`config.mk`:
```
export PLATFORM = sky130hd
export DESIGN_NAME = stage3_muldiv_sequencer
export DESIGN_NICKNAME = d
export VERILOG_FILES = /design/src/rtl/rv32i_types_pkg.sv /design/src/rtl/stage3_types_pkg.sv /design/src/rtl/stage3_muldiv_result_cache.sv /design/src/rtl/stage3_muldiv_sequencer.sv
export SDC_FILE = /design/constraint.sdc
export NUM_CORES = 1
export LEC_CHECK = 0
export BUFFER_PORTS_ARGS = -buffer_cell sky130_fd_sc_hd__clkbuf_2
export CAP_MARGIN = 10
export CORE_MARGIN = 1
export CORE_UTILIZATION = 45
export CTS_BUF_LIST = sky130_fd_sc_hd__clkbuf_4
export CTS_CLUSTER_SIZE = 10
export DETAILED_ROUTE_END_ITERATION = 12
export MAX_ROUTING_LAYER = met4
export PLACE_DENSITY = 0.73
export SYNTH_ARGS = -nofsm -noshare
export SYNTH_HDL_FRONTEND = slang
export SYNTH_SLANG_ARGS = --single-unit
```
`constraint.sdc`:
```
create_clock -name CLK -period 9.3 [get_ports CLK]
set_input_delay 1.86 -clock CLK [delete_from_list [all_inputs] [get_ports CLK]]
set_output_delay 1.86 -clock CLK [all_outputs]
set_load 0.01 [all_outputs]
```
`src/rtl/rv32i_types_pkg.sv`:
```
`default_nettype none
// ============================================================================
// Package     : rv32i_types_pkg
// Description : Core-wide RV32I/M scalar types: the machine word and the
//               M-extension operation encoding (funct3 order).
// Revision    : 1.0 - initial release
// ============================================================================
package rv32i_types_pkg;

    typedef logic [31:0] word_t;

    // Values follow the RV32M funct3 field so decode can cast directly.
    typedef enum logic [2:0] {
        M_MUL    = 3'd0,
        M_MULH   = 3'd1,
        M_MULHSU = 3'd2,
        M_MULHU  = 3'd3,
        M_DIV    = 3'd4,
        M_DIVU   = 3'd5,
        M_REM    = 3'd6,
        M_REMU   = 3'd7
    } rv32m_op_t;

endpackage
`default_nettype wire

```
`src/rtl/stage3_types_pkg.sv`:
```
`default_nettype none
// ============================================================================
// Package     : stage3_types_pkg
// Description : Execute-stage (stage 3) types for the M-extension sequencer:
//               sequencer state encoding and the single result-cache entry.
// Revision    : 1.0 - initial release
// ============================================================================
package stage3_types_pkg;

    import rv32i_types_pkg::*;

    typedef enum logic [1:0] {
        IDLE  = 2'd0,   // accepting requests, answering cache hits
        RUN   = 2'd1,   // M unit computing the latched command
        DRAIN = 2'd2    // squashed op still in flight; result will be dropped
    } muldiv_seq_state_t;

    typedef struct packed {
        logic      valid;
        rv32m_op_t op;
        word_t     a;
        word_t     b;
        word_t     value;
    } muldiv_cache_entry_t;

endpackage
`default_nettype wire

```
`src/rtl/stage3_muldiv_result_cache.sv`:
```
`default_nettype none
// ============================================================================
// Module      : stage3_muldiv_result_cache
// Description : One-entry result cache for the M unit. Stores the last
//               completed {op, a, b, value} and flags a hit when the
//               presented request matches exactly.
// Ports       : CLK, RST            - clock, synchronous active-high reset
//               i_wr_en/op/a/b/value - write a completed result (sets valid)
//               i_lookup_valid/op/a/b - request to compare against the entry
//               o_hit, o_hit_value   - match flag and stored value
// Revision    : 1.0 - initial release
// ============================================================================
module stage3_muldiv_result_cache
    import rv32i_types_pkg::*;
    import stage3_types_pkg::*;
(
    input  logic      CLK,
    input  logic      RST,
    input  logic      i_wr_en,
    input  rv32m_op_t i_wr_op,
    input  word_t     i_wr_a,
    input  word_t     i_wr_b,
    input  word_t     i_wr_value,
    input  logic      i_lookup_valid,
    input  rv32m_op_t i_lookup_op,
    input  word_t     i_lookup_a,
    input  word_t     i_lookup_b,
    output logic      o_hit,
    output word_t     o_hit_value
);

    muldiv_cache_entry_t r_entry;

    always_ff @(posedge CLK) begin
        if (RST) begin
            r_entry <= '0;
        end else if (i_wr_en) begin
            r_entry <= '{valid: 1'b1, op: i_wr_op, a: i_wr_a,
                         b: i_wr_b, value: i_wr_value};
        end
    end

    assign o_hit = i_lookup_valid & r_entry.valid
                 & (r_entry.op == i_lookup_op)
                 & (r_entry.a  == i_lookup_a)
                 & (r_entry.b  == i_lookup_b);

    assign o_hit_value = r_entry.value;

endmodule
`default_nettype wire

```
`src/rtl/stage3_muldiv_sequencer.sv`:
```
`default_nettype none
// ============================================================================
// Module      : stage3_muldiv_sequencer
// Description : Execute-stage controller for the iterative M unit. A miss
//               launches the unit and holds the stage; completion fills a
//               one-entry cache and the held instruction then retires
//               through a cache hit. Squashed ops are drained, not aborted.
// Ports       : CLK, RST                 - clock, sync active-high reset
//               req_valid/op/a/b         - M-extension request from execute
//               stall, flush             - ex/mem not accepting / squash
//               busy                     - hold execute stage
//               result_valid, result     - completed value (0 when invalid)
//               fu_start/op/a/b          - command to the M unit
//               fu_done, fu_out          - M unit completion
//               hit_cnt, miss_cnt        - performance counters (wrapping)
// Revision    : 1.0 - initial release
// ============================================================================
module stage3_muldiv_sequencer
    import rv32i_types_pkg::*;
    import stage3_types_pkg::*;
(
    input  logic      CLK,
    input  logic      RST,
    input  logic      req_valid,
    input  rv32m_op_t req_op,
    input  word_t     req_a,
    input  word_t     req_b,
    input  logic      stall,
    input  logic      flush,
    output logic      busy,
    output logic      result_valid,
    output word_t     result,
    output logic      fu_start,
    output rv32m_op_t fu_op,
    output word_t     fu_a,
    output word_t     fu_b,
    input  logic      fu_done,
    input  word_t     fu_out,
    output word_t     hit_cnt,
    output word_t     miss_cnt
);

    muldiv_seq_state_t r_state;
    muldiv_seq_state_t w_state_next;
    rv32m_op_t         r_op;
    word_t             r_a;
    word_t             r_b;
    word_t             r_hit_cnt;
    word_t             r_miss_cnt;
    logic              r_rst_q;
    logic              w_quiet;
    logic              w_hit;
    word_t             w_hit_value;
    logic              w_cache_wr;
    logic              w_hit_retire;

    // Outputs stay silent during reset and for the cycle right after it, so
    // nothing is launched or retired off still-settling upstream state.
    assign w_quiet = RST | r_rst_q;

    always_ff @(posedge CLK) begin
        r_rst_q <= RST;
    end

    stage3_muldiv_result_cache u_cache (
        .CLK            (CLK),
        .RST            (RST),
        .i_wr_en        (w_cache_wr),
        .i_wr_op        (r_op),
        .i_wr_a         (r_a),
        .i_wr_b         (r_b),
        .i_wr_value     (fu_out),
        .i_lookup_valid (req_valid),
        .i_lookup_op    (req_op),
        .i_lookup_a     (req_a),
        .i_lookup_b     (req_b),
        .o_hit          (w_hit),
        .o_hit_value    (w_hit_value)
    );

    always_ff @(posedge CLK) begin
        if (RST) begin
            r_state <= IDLE;
        end else begin
            r_state <= w_state_next;
        end
    end

    always_comb begin
        w_state_next = r_state;
        busy         = 1'b0;
        result_valid = 1'b0;
        fu_start     = 1'b0;
        w_cache_wr   = 1'b0;
        if (!w_quiet) begin
            case (r_state)
                IDLE: begin
                    if (w_hit) begin
                        result_valid = 1'b1;
                    end else if (req_valid && !flush) begin
                        fu_start     = 1'b1;
                        busy         = 1'b1;
                        w_state_next = RUN;
                    end
                end
                RUN: begin
                    busy = 1'b1;
                    if (flush) begin
                        // The unit cannot be aborted; wait out its done pulse
                        // unless it arrives right now.
                        w_state_next = fu_done ? IDLE : DRAIN;
                    end else if (fu_done) begin
                        w_cache_wr   = 1'b1;
                        w_state_next = IDLE;
                    end
                end
                DRAIN: begin
                    // Only a live successor needs holding while the unit
                    // finishes the squashed op.
                    busy = req_valid & ~flush;
                    if (fu_done) begin
                        w_state_next = IDLE;
                    end
                end
                default: begin
                    w_state_next = IDLE;
                end
            endcase
        end
    end

    // Command registers capture the request on the launch cycle; the launch
    // cycle itself forwards the request so the unit sees it immediately.
    always_ff @(posedge CLK) begin
        if (RST) begin
            r_op <= M_MUL;
            r_a  <= '0;
            r_b  <= '0;
        end else if (fu_start) begin
            r_op <= req_op;
            r_a  <= req_a;
            r_b  <= req_b;
        end
    end

    assign fu_op  = fu_start ? req_op : r_op;
    assign fu_a   = fu_start ? req_a  : r_a;
    assign fu_b   = fu_start ? req_b  : r_b;
    assign result = result_valid ? w_hit_value : '0;

    // A hit retires only when the instruction actually leaves execute.
    assign w_hit_retire = result_valid & ~stall & ~flush;

    always_ff @(posedge CLK) begin
        if (RST) begin
            r_hit_cnt  <= '0;
            r_miss_cnt <= '0;
        end else begin
            if (w_hit_retire) begin
                r_hit_cnt <= r_hit_cnt + 32'd1;
            end
            if (fu_start) begin
                r_miss_cnt <= r_miss_cnt + 32'd1;
            end
        end
    end

    assign hit_cnt  = r_hit_cnt;
    assign miss_cnt = r_miss_cnt;

endmodule
`default_nettype wire

```
# [After elaboration in Yosys (flattened, before gate mapping)]
# Index checks and enable logic that the tools add are counted.
[totals] reg_bits=234 output_inout_bits=166 elab_cells=59 in_bits=105
[classes] n_reduce_logical=4 bitwise=11 eq_ne=7 addsub=2 mux=23
[ops] op="$mux W32" count=3
[ops] op="$add A32 B1 Y32 const B" count=2
[ops] op="$eq A32 B32 Y1" count=2
[ops] op="$mux W1" count=12
[ops] op="$mux W2" count=5
[ops] op="$and A1 B1 Y1" count=7
[ops] op="$pmux W2 S3" count=1
[ops] op="$ne A2 B2 Y1 const B" count=2
[ops] op="$eq A3 B3 Y1" count=1
[ops] op="$mux W3" count=1
[ops] op="$not A1 Y1" count=3
[ops] op="$pmux W1 S3" count=1
[ops] op="$reduce_and A3 Y1" count=1
[ops] op="$eq A2 B1 Y1 const B" count=1
[ops] op="$eq A2 B2 Y1 const B" count=1
[ops] op="$logic_not A2 Y1" count=1
[ops] op="$logic_and A1 B1 Y1" count=1
[ops] op="$logic_not A1 Y1" count=1
[ops] op="$or A1 B1 Y1" count=1

# [Logic depth before layout (Yosys ltp)]
# Gate-level depths: netlist of run 1.
[depth] ltp_word=9 mapped_depth=10

# [Modules after synthesis]
# From an unflattened synthesis of run 1, not the netlist that was laid out.
[unflattened] hier_cells=1241 area_unflattened_um2=10515.1
[modules_own_cells] mod="stage3_muldiv_sequencer" cells_per_inst=778 seq_area_each_um2=2682.6 area_each_um2=6004.5 instances=1
[modules_own_cells] mod="stage3_muldiv_result_cache" cells_per_inst=463 seq_area_each_um2=2001.9 area_each_um2=4510.6 instances=1

# [Worst setup path before layout of run 1]
# No wires, ideal clock.
[synth_timing] kind="input to output" from="input port req_b[14]" to="output port fu_a[0]" t_arrival_ns=3.978 n_path_buf=2 stages=9 setup_slack_ns=3.462 path_cell_list="inv_1 -> a2111o_1 -> a2111oi_0 -> nand4_1 -> o21ai_1 -> inv_1 -> clkbuf_1 -> buf_2 -> mux2_2"
[synth_between] elab_chain_len=6
[synth_lines] item="from (decl)" line="stage3_muldiv_sequencer.sv:27" source="input word_t req_b,"
[synth_lines] item="$eq A32 B32 Y1" line="stage3_muldiv_result_cache.sv:46" source="& (r_entry.b == i_lookup_b);"
[synth_lines] item="$and A1 B1 Y1" line="stage3_muldiv_result_cache.sv:46"
[synth_lines] item="$mux W1" line="stage3_muldiv_sequencer.sv:98" source="if (w_hit) begin"
[synth_lines] item="$mux W1" line="stage3_muldiv_sequencer.sv:96" source="case (r_state)"
[synth_lines] item="$mux W1" line="stage3_muldiv_sequencer.sv:95" source="if (!w_quiet) begin"
[synth_lines] item="$mux W32"
[synth_lines] item="to (decl)" line="stage3_muldiv_sequencer.sv:35" source="output word_t fu_a,"
# No other way between the ends.

# [Worst setup path after layout of run 1]
[layout_timing] from="input port req_b[14]" to="output port result[31]"
[layout_between] elab_chain_len=6
[layout_lines] item="$eq A32 B32 Y1" line="stage3_muldiv_result_cache.sv:46"
[layout_lines] item="$and A1 B1 Y1" line="stage3_muldiv_result_cache.sv:46"
[layout_lines] item="$mux W1" line="stage3_muldiv_sequencer.sv:98"
[layout_lines] item="$mux W1" line="stage3_muldiv_sequencer.sv:96"
[layout_lines] item="$mux W1" line="stage3_muldiv_sequencer.sv:95"
[layout_lines] item="$mux W32" line="stage3_muldiv_sequencer.sv:149" source="assign result = result_valid ? w_hit_value : '0;"
[layout_lines] item="to (decl)" line="stage3_muldiv_sequencer.sv:32" source="output word_t result,"
# No other way between the ends.

==> results by group, run 1 <==
Status
  • Run status: completed

Pwr
  • Clock share of power: 0.462
  • Comb pwr share: 0.058
  • NetSw: 0.507 mW
  • PwrDens: 162 mW/mm²
  • Pint: 1.61 mW
  • Reg power frac: 0.479
  • Switching share of total power: 0.240
  • VDD IR max: 0.111 mV
  • Leak: 5.15 nW

Floorplan
  • Die Span Y: 156 µm
  • FP Rows: 56
  • Core area: 0.0234 mm²
  • Die W: 156 µm
  • I/O pin count: 271
  • Initial core utilization: 0.458
  • Die area: 0.0244 mm²

Timing
  • Slew @ Worst Pin: 1.09 ns
  • Final Hold Viols: 0
  • Fin crit share: 0.791
  • Final number of setup-violating endpoints: 0
  • Final Skew: 0.0654 ns
  • RSZ-0062 raised after global routing: no
  • Total Neg Setup Slack: 0 ns
  • Fin crit period: 7.36 ns
  • Max-slew violations: 0
  • F_max: 136 MHz
  • Relative slew slack: 0.273

Job
  • Max_cap viols: 0

Worst setup path
  • Critical Path Max Stage Delay: 0.84 ns
  • Setup CP Type: in2out
  • CP max FO: 34
  • Crit path required time: 7.44 ns
  • Startpoint class of the critical path: input pin
  • Crit. End Element: output port
  • Crit-path cells: clkbuf_2 -> inv_1 -> a2111o_1 -> a2111oi_0 -> and4_1 -> nand3_1 -> inv_1 -> and2_1 -> clkbuf_2
  • Critical Path Slowest Stage Cell: inv_1
  • Crit path DAT: 5.50 ns

Clock network
  • Clk slew on worst S/H paths: 0.06 ns
  • Clock Tree Buf Depth: 3
  • Clock net sink count: 234
  • Worst skew pair latency: 0.67 ns
  • CTS tree: built
  • H-tree depth: 3
  • Post-CTS setup buffers: 0
  • Cts bufs inserted: 66
  • PostCTS Resize Cnt: 0
  • Post-CTS Hold Fix Bufs: 0
  • CTS Root Cell: clkbuf_4

Synth
  • Post-synth top area cell: dfxtp_1
  • Yosys top cell area share: 0.437
  • Syn Nets: 1357
  • Syn avg cell area: 8.57 µm²
  • EDFF count, synth: 0
  • Most frequent cell after synthesis: dfxtp_1
  • Netlist cell types: 56
  • Dominant cells by area after synthesis: dfxtp_1 (44%), mux2_2 (9.4%), nand2_1 (8.0%)
  • Syn Inst Count: 1250
  • Top FF cell, synth: dfxtp_1
  • Asr flop ratio synth: 0
  • Seq/Total Area, Yosys: 0.437
  • Commonest cells in the synthesized netlist: dfxtp_1 (234), nand2_1 (228), a21oi_1 (130)
  • Mapped Area: 0.0107 mm²
  • Yosys warns: 0
  • Flip-flop and latch count after synthesis: 234

GRT
  • Initial antenna violation count: 1
  • Largest net degree at the start of global routing: 104
  • Met3 Resource Use GR: 0.0665
  • Most Crowded Layer GR: met2
  • First-pass GRT wire length: 45000 µm
  • Grt met1 use: 0.288
  • Vias in the first global route: 8985
  • Overall Global Routing Usage: 0.239
  • Total congestion overflow: 0
  • Met2 Use GR: 0.383

Routing
  • Avg Vias per Cell: 5.19
  • Antenna Nets Post-Route: 0
  • Via count: 9746
  • Routed len/inst: 15.3 µm
  • Drt pass-1 iters: 5
  • WL final: 28700 µm
  • Drt initial violations: 681
  • Remaining DRCs: 0

Layout
  • Design area: 0.0130 mm²
  • Syn-to-layout area delta: 21.8%
  • Share of cells above drive strength 1: 0.318
  • Final net count: 1624
  • Fill cell count: 2233

Place
  • I/O Buffers: 270
  • Placed instance area: 0.0122 mm²
  • HPWL Detailed: 19900 µm
  • Final Wtd Congestion: 0.812

Min path
  • HP Class: reg2reg
[through the flow]
| stage | util | setup slack [ns] | hold slack, ns | power (mW) | instances |
|---|---|---|---|---|---|
| 6_report | 0.558 | 1.94 | 0.425 | 2.11 | 1879 |
| 4_1_cts | 0.557 | 2.03 | 0.439 | 2.14 | 1878 |
| 2_1_floorplan | - | 3.46 | 0.429 | 1.10 | 1250 |
| 5_1_grt | 0.558 | 1.61 | 0.451 | 2.21 | 1879 |
| 3_3_place_gp | 0.521 | 2.22 | 0.434 | 1.16 | 1768 |
| 3_5_place_dp | 0.521 | 2.05 | 0.441 | 1.16 | 1768 |
[state kept, by name (all words and copies together), names as in the netlist]
name                 count
hit_cnt                 32
r_op                     3
r_a                     32
u_cache.o_hit_value     32
r_state                  2
r_rst_q                  1
u_cache.r_entry         68
miss_cnt                32
r_b                     32
[kinds of logic after synthesis]
kind of cell    after synthesis  synth area share
compound gates              182            0.0996
mux                          90            0.0945
xor+xnor                     65            0.0531
fa+ha+maj                     2           0.00233
flops                       234             0.437
buf+inv                     110            0.0433
simple gates                567             0.270
[layer usage]
layer  wire length [µm]  share of wire
met5                  0              0
met2              13700           0.48
met4                639          0.022
met3               1980          0.069
met1              12400           0.43
[final timing paths]
path                                                    endpoint                             start  cells past startpoint  slack, ns
worst max register to register           hit_cnt[1]$_SDFFE_PP0P_  u_cache.r_entry[68]$_SDFFE_PP0P_                      8       5.43
worst min-delay path            u_cache.r_entry[93]$_SDFFE_PP0P_                r_a[29]$_SDFF_PP0_                      2       0.43
worst max-delay path                                  result[31]                         req_b[14]                      9       1.94
worst min register to register  u_cache.r_entry[93]$_SDFFE_PP0P_                r_a[29]$_SDFF_PP0_                      2       0.43
[worst max-delay path, delay by kind of cell]
kind            cells  cell delay (ns)
simple gates        3             1.59
buf+inv             4             1.16
compound gates      2             0.85
[layout by cell type, fill, tap and decap left out, types with 4 or more instances in the layout]
cell / instances
clkbuf_2: 269
dfxtp_1: 234
nand2_1: 228
a21oi_1: 130
nor2b_1: 100
clkbuf_4: 94
mux2_2: 89
xnor2_1: 63
nor2_1: 55
and2_1: 35
nand4_1: 33
inv_1: 30
o31ai_1: 22
nor4_1: 20
nand3_1: 19
or4_1: 19
nor3_1: 12
buf_4: 8
or3_1: 7
clkinv_1: 7
and3_1: 6
a2111oi_0: 6
or2_2: 6
or4_2: 5
o22ai_1: 5
o21ai_0: 4
clkinv_2: 4
[area by class of cell]
class	instances	area [µm²]	share of cell area
Inverter	31	118	0.00901
Antenna cell	1	2.50	0.000192
Timing Repair Buffer	278	1420	0.109
Clock buffer	94	706	0.0541
Sequential cell	234	4680	0.359
Tap cell	319	399	0.0306
Multi-Input combinational cell	906	5580	0.427
Clock inverter	16	143	0.0109
[power groups by stage]
stage | clock, mW | combinational, mW | sequential (mW)
floorplan | 0 | 0.0680 | 1.03
global placement | 0 | 0.122 | 1.04
detailed placement | 0 | 0.123 | 1.04
CTS | 1.00 | 0.124 | 1.01
global route | 1.06 | 0.134 | 1.01
finish | 0.978 | 0.123 | 1.01
Power figures use the tool's default switching activity.
==> run 2: changes to the inputs <==
clock period = 6.9 ns   (was 9.3 ns; I/O delays follow)
==> results by group, run 2 (synthesis results as in run 1) <==
Clock network
  • H-tree depth: 2
  • Post-CTS Hold Fix Bufs: 0
  • PostCTS Resize Cnt: 0
  • Clk slew on worst S/H paths: 0.06 ns
  • CTS tree: built
  • Cts bufs inserted: 60
  • CTS Root Cell: clkbuf_4
  • Post-CTS setup buffers: 0
  • Clock net sink count: 234
  • Clock Tree Buf Depth: 3
  • Worst skew pair latency: 0.69 ns

Timing
  • Fin crit share: 0.816
  • Total Neg Setup Slack: 0 ns
  • Slew @ Worst Pin: 1.01 ns
  • F_max: 178 MHz
  • Max-slew violations: 0
  • RSZ-0062 raised after global routing: no
  • Final number of setup-violating endpoints: 0
  • Final Skew: 0.0432 ns
  • Fin crit period: 5.63 ns
  • Relative slew slack: 0.326
  • Final Hold Viols: 0

Routing
  • Remaining DRCs: 0
  • Drt pass-1 iters: 5
  • WL final: 28700 µm
  • Antenna Nets Post-Route: 0
  • Avg Vias per Cell: 5.22
  • Routed len/inst: 15.4 µm
  • Via count: 9745
  • Drt initial violations: 638

Place
  • Final Wtd Congestion: 0.854
  • HPWL Detailed: 20400 µm
  • I/O Buffers: 270

Layout
  • Fill cell count: 2238
  • Most frequent cells in the layout: clkbuf_2 (269), dfxtp_1 (234), nand2_1 (228)
  • Sequential cell area: 0.00468 mm²
  • Max reg flops: 68
  • Area of the multi-input gates: 0.00558 mm²
  • Commonest non-fill, non-tap cell in the layout: clkbuf_2
  • Largest reg by FF count: u_cache.r_entry
  • Fin util: 0.554
  • Share of cells above drive strength 1: 0.313
  • Syn-to-layout area delta: 20.9%
  • Final net count: 1619

GRT
  • Largest net degree at the start of global routing: 100
  • Vias in the first global route: 9018
  • Total congestion overflow: 0
  • Overall Global Routing Usage: 0.237
  • Initial antenna violation count: 1
  • First-pass GRT wire length: 45100 µm

Worst setup path
  • FF-to-FF Start: u_cache.r_entry[86]$_SDFFE_PP0P_
  • Crit. End Element: output port
  • R2r worst-path depth: 7
  • Critical R2R Capture: hit_cnt[11]$_SDFFE_PP0P_
  • Startpoint class of the critical path: input pin
  • CP max FO: 59
  • Crit path required time: 5.52 ns
  • Crit path DAT: 4.25 ns
  • Setup CP Type: in2out
  • Register-to-register setup slack: 3.39 ns

Pwr
  • PwrDens: 208 mW/mm²
  • Leak: 5.09 nW
  • VDD IR max: 0.140 mV

Floorplan
  • Die W: 156 µm
  • FP Rows: 56
  • I/O pin count: 271
  • Initial core utilization: 0.458
  • Die area: 0.0244 mm²
  • Core area: 0.0234 mm²
  • Die Span Y: 156 µm

Status
  • Run status: completed

Min path
  • HP Class: reg2reg
  • Hold Path Sink: u_cache.o_hit_value[0]$_SDFFE_PP0P_
  • Min-Delay Path Depth: 2
  • Hold Crit Start: u_cache.o_hit_value[0]$_SDFFE_PP0P_

Job
  • Max_cap viols: 0
## run 2: cell types whose count changed in the layout (fill, tap and decap cells not counted)
cell       delta
clkbuf_4      -4
clkinv_2      -3
inv_2         -3
bufinv_16     -2
buf_12        +1
clkinv_1      -1
clkinv_4      +1
## run 2: worst max path at each step
stage                    from    endpoint  slack (ns)  cells past startpoint
global route        req_b[14]  result[31]        1.09                     11
CTS                 req_b[24]    fu_b[13]        1.28                     11
finish              req_b[14]    fu_b[13]        1.27                     11
global placement    req_b[24]  result[31]        1.35                     11
floorplan           req_b[14]     fu_a[0]        2.02                      9
detailed placement  req_b[24]    fu_b[13]        1.28                     11
## run 2: stage by stage
stage,total power [mW],area (µm²),hold slack [ns],instances,worst slack [ns]
after floorplan,1.49,10700,0.429,1250,2.02
after global placement,1.56,12200,0.435,1769,1.35
after detailed placement,1.56,12200,0.441,1769,1.28
after CTS,2.74,13000,0.450,1867,1.28
after global routing,2.82,13000,0.469,1868,1.09
final,2.69,13000,0.449,1868,1.27
## run 2: power by group
part	switching, mW	internal, mW	total [mW]
Clock	0.538	0.622	1.16
Combinational	0.0971	0.0695	0.167
Sequential	0.00641	1.36	1.37
## run 2: critical path, cell delays in order
cell and delay [ns]:
clkbuf_2 0.11, inv_1 0.07, a2111o_1 0.42, a2111oi_0 0.43, nand4_1 0.25, o21ai_1 0.19, buf_4 0.24, clkinv_2 0.33
buf_12 0.33, mux2_2 0.32, clkbuf_2 0.13
## run 2: layer usage
layer  up-vias  part of all wire  track usage
met5         -                 0            -
met2       335              0.47        0.380
met4         0             0.022       0.0794
met3        61             0.065       0.0429
li1       4819                 -            -
met1      4530              0.44        0.300
## run 2: cell type report
cell class,count,area share
antenna,1,0.000193
timing repair buffer,279,0.111
sequential,234,0.362
multi-input combinational,906,0.430
tap,319,0.0308
clock inverter,8,0.00473
inverter,31,0.00908
clock buffer,90,0.0521
==> run 3: changes to the inputs <==
ABC_AREA = 1   (was not set)
PLACE_DENSITY = 0.72   (was 0.73)
clock period = 5.7 ns   (was 6.9 ns; I/O delays follow)
==> results by group, run 3 <==
Worst setup path
  • CP max FO: 136
  • Crit path DAT: 3.55 ns
  • Startpoint class of the critical path: input pin
  • Register-to-register setup slack: 2.82 ns
  • Crit. End Element: output port
  • Setup CP Type: in2out
  • Crit path required time: 4.56 ns

Floorplan
  • FP Rows: 59
  • Die W: 167 µm
  • Initial core utilization: 0.464
  • I/O pin count: 271
  • Die Span Y: 167 µm
  • Core area: 0.0264 mm²
  • Die area: 0.0279 mm²

Routing
  • Antenna Nets Post-Route: 0
  • Routed len/inst: 13.8 µm
  • Avg Vias per Cell: 4.89
  • Remaining DRCs: 0
  • WL final: 35700 µm
  • Via count: 12661
  • Drt initial violations: 826
  • Drt pass-1 iters: 7

Synth
  • Syn avg cell area: 6.34 µm²
  • Yosys top cell area share: 0.383
  • Post-synth top area cell: dfxtp_1
  • Dominant cells by area after synthesis: dfxtp_1 (38%), nand2_1 (15%), inv_1 (11%)
  • Top FF cell, synth: dfxtp_1
  • Syn Nets: 2036
  • Seq/Total Area, Yosys: 0.383
  • Asr flop ratio synth: 0
  • Syn Inst Count: 1929
  • Commonest cells in the synthesized netlist: nand2_1 (480), inv_1 (371), nor2_1 (260)
  • EDFF count, synth: 0
  • Netlist cell types: 35
  • Flip-flop and latch count after synthesis: 234
  • Mapped Area: 0.0122 mm²
  • Yosys warns: 0
  • Most frequent cell after synthesis: nand2_1

Pwr
  • Pwr Total: 3.60 mW
  • PwrDens: 248 mW/mm²
  • Leak: 7.43 nW
  • VDD IR max: 0.167 mV

GRT
  • Initial antenna violation count: 3
  • First-pass GRT wire length: 56900 µm
  • Largest net degree at the start of global routing: 137
  • Total congestion overflow: 0
  • Overall Global Routing Usage: 0.260
  • Vias in the first global route: 11541

Timing
  • Final Skew: 0.0492 ns
  • Fin crit period: 4.69 ns
  • Final Hold Viols: 0
  • Max-slew violations: 0
  • Fin worst setup slack: 1.01 ns
  • Fin crit share: 0.823
  • Slew @ Worst Pin: 0.976 ns
  • Total Neg Setup Slack: 0 ns
  • F_max: 213 MHz
  • Final number of setup-violating endpoints: 0
  • RSZ-0062 raised after global routing: no
  • Relative slew slack: 0.349

Clock network
  • Clk slew on worst S/H paths: 0.07 ns
  • Post-CTS setup buffers: 0
  • Clock Tree Buf Depth: 3
  • Post-CTS Hold Fix Bufs: 0
  • PostCTS Resize Cnt: 0
  • Worst skew pair latency: 0.66 ns
  • Cts bufs inserted: 68
  • CTS tree: built
  • CTS Root Cell: clkbuf_4
  • H-tree depth: 3
  • Clock net sink count: 234

Min path
  • HP Class: reg2reg

Layout
  • Share of cells above drive strength 1: 0.194
  • Max reg flops: 68
  • Most frequent cells in the layout: nand2_1 (480), inv_1 (371), clkbuf_2 (269)
  • Largest reg by FF count: u_cache.r_entry
  • Area of the multi-input gates: 0.00568 mm²
  • Final net count: 2308
  • Fill cell count: 2703
  • Design area: 0.0145 mm²
  • Sequential cell area: 0.00468 mm²
  • Commonest non-fill, non-tap cell in the layout: nand2_1
  • Syn-to-layout area delta: 18.7%

Place
  • HPWL Detailed: 25700 µm
  • Pre-CTS setup slack: 1.06 ns
  • Placed instance area: 0.0136 mm²
  • Final Wtd Congestion: 0.984
  • I/O Buffers: 270

Job
  • Max_cap viols: 0

Status
  • Run status: completed
-- run 3: cell count changes after synthesis, moves of 89 or more --
cell     previous run  this run
nor2_1             56       260
nand2_1           228       480
inv_1              31       371
o21ai_0             4       108
mux2_2             89         0
nor2b_1           100         0
-- run 3: cells by family (layout without fill, tap and decap cells) --
family,Yosys count,after routing,synth area share
XOR/XNOR,37,37,0.0265
buffers and inverters,455,774,0.153
flip-flops,234,234,0.383
AO/OA/AOI/OAI,314,314,0.138
AND/OR/NAND/NOR,887,887,0.297
other,0,4,0
adder cells (fa/ha/maj),2,2,0.00204
-- run 3: per-stage QoR --
step / std cells / utilization / hold WS (ns)
2_1_floorplan: 1929 / - / 0.430
3_3_place_gp: 2466 / 0.517 / 0.437
3_5_place_dp: 2466 / 0.517 / 0.443
4_1_cts: 2583 / 0.551 / 0.443
5_1_grt: 2586 / 0.551 / 0.461
6_report: 2587 / 0.551 / 0.439
-- run 3: worst max-delay path, stage by stage --
cell and delay (ns):
clkbuf_2 0.12, inv_1 0.05, nand2_1 0.06, nand2_1 0.14
nor2_1 0.15, nand2_1 0.06, nor2_1 0.16, nand2_1 0.09
nor2_2 0.12, nand3_1 0.09, nand2_1 0.10, inv_2 0.07
nand2_8 0.56, nand2_1 0.11, o21ai_1 0.19, inv_1 0.08
clkbuf_2 0.13
-- run 3: layout make-up --
class                      count  share of cell area
multi-input combinational   1240               0.391
sequential                   234               0.322
timing repair buffer         278              0.0982
inverter                     379              0.0979
clock buffer                 104              0.0537
tap                          335              0.0288
clock inverter                13             0.00715
antenna                        4            0.000689
-- run 3: metal layers --
layer / GRT usage / wire, µm / up-vias
li1: - / - / 6507
met1: 0.329 / 16000 / 5567
met2: 0.394 / 15700 / 484
met3: 0.0442 / 2420 / 103
met4: 0.141 / 1550 / 0
met5: - / 0 / -
-- run 3: where the power goes --
part           switching (mW)  leakage [nW]  internal, mW  total [mW]
Sequential            0.00682          1.89          1.66        1.66
Clock                   0.712         0.534         0.917        1.63
Combinational           0.203          5.01         0.103       0.306
Total                   0.922          7.43          2.68        3.60
-- run 3: path summary, 6_finish.rpt --
kind	start	endpoint	cells after the start
setup / recovery	req_a[21]	fu_a[22]	17
hold / removal	r_b[17]$_SDFF_PP0_	u_cache.r_entry[49]$_SDFFE_PP0P_	2
setup reg to reg	u_cache.r_entry[85]$_SDFFE_PP0P_	miss_cnt[7]$_SDFFE_PP0P_	16
hold reg to reg	r_b[17]$_SDFF_PP0_	u_cache.r_entry[49]$_SDFFE_PP0P_	2
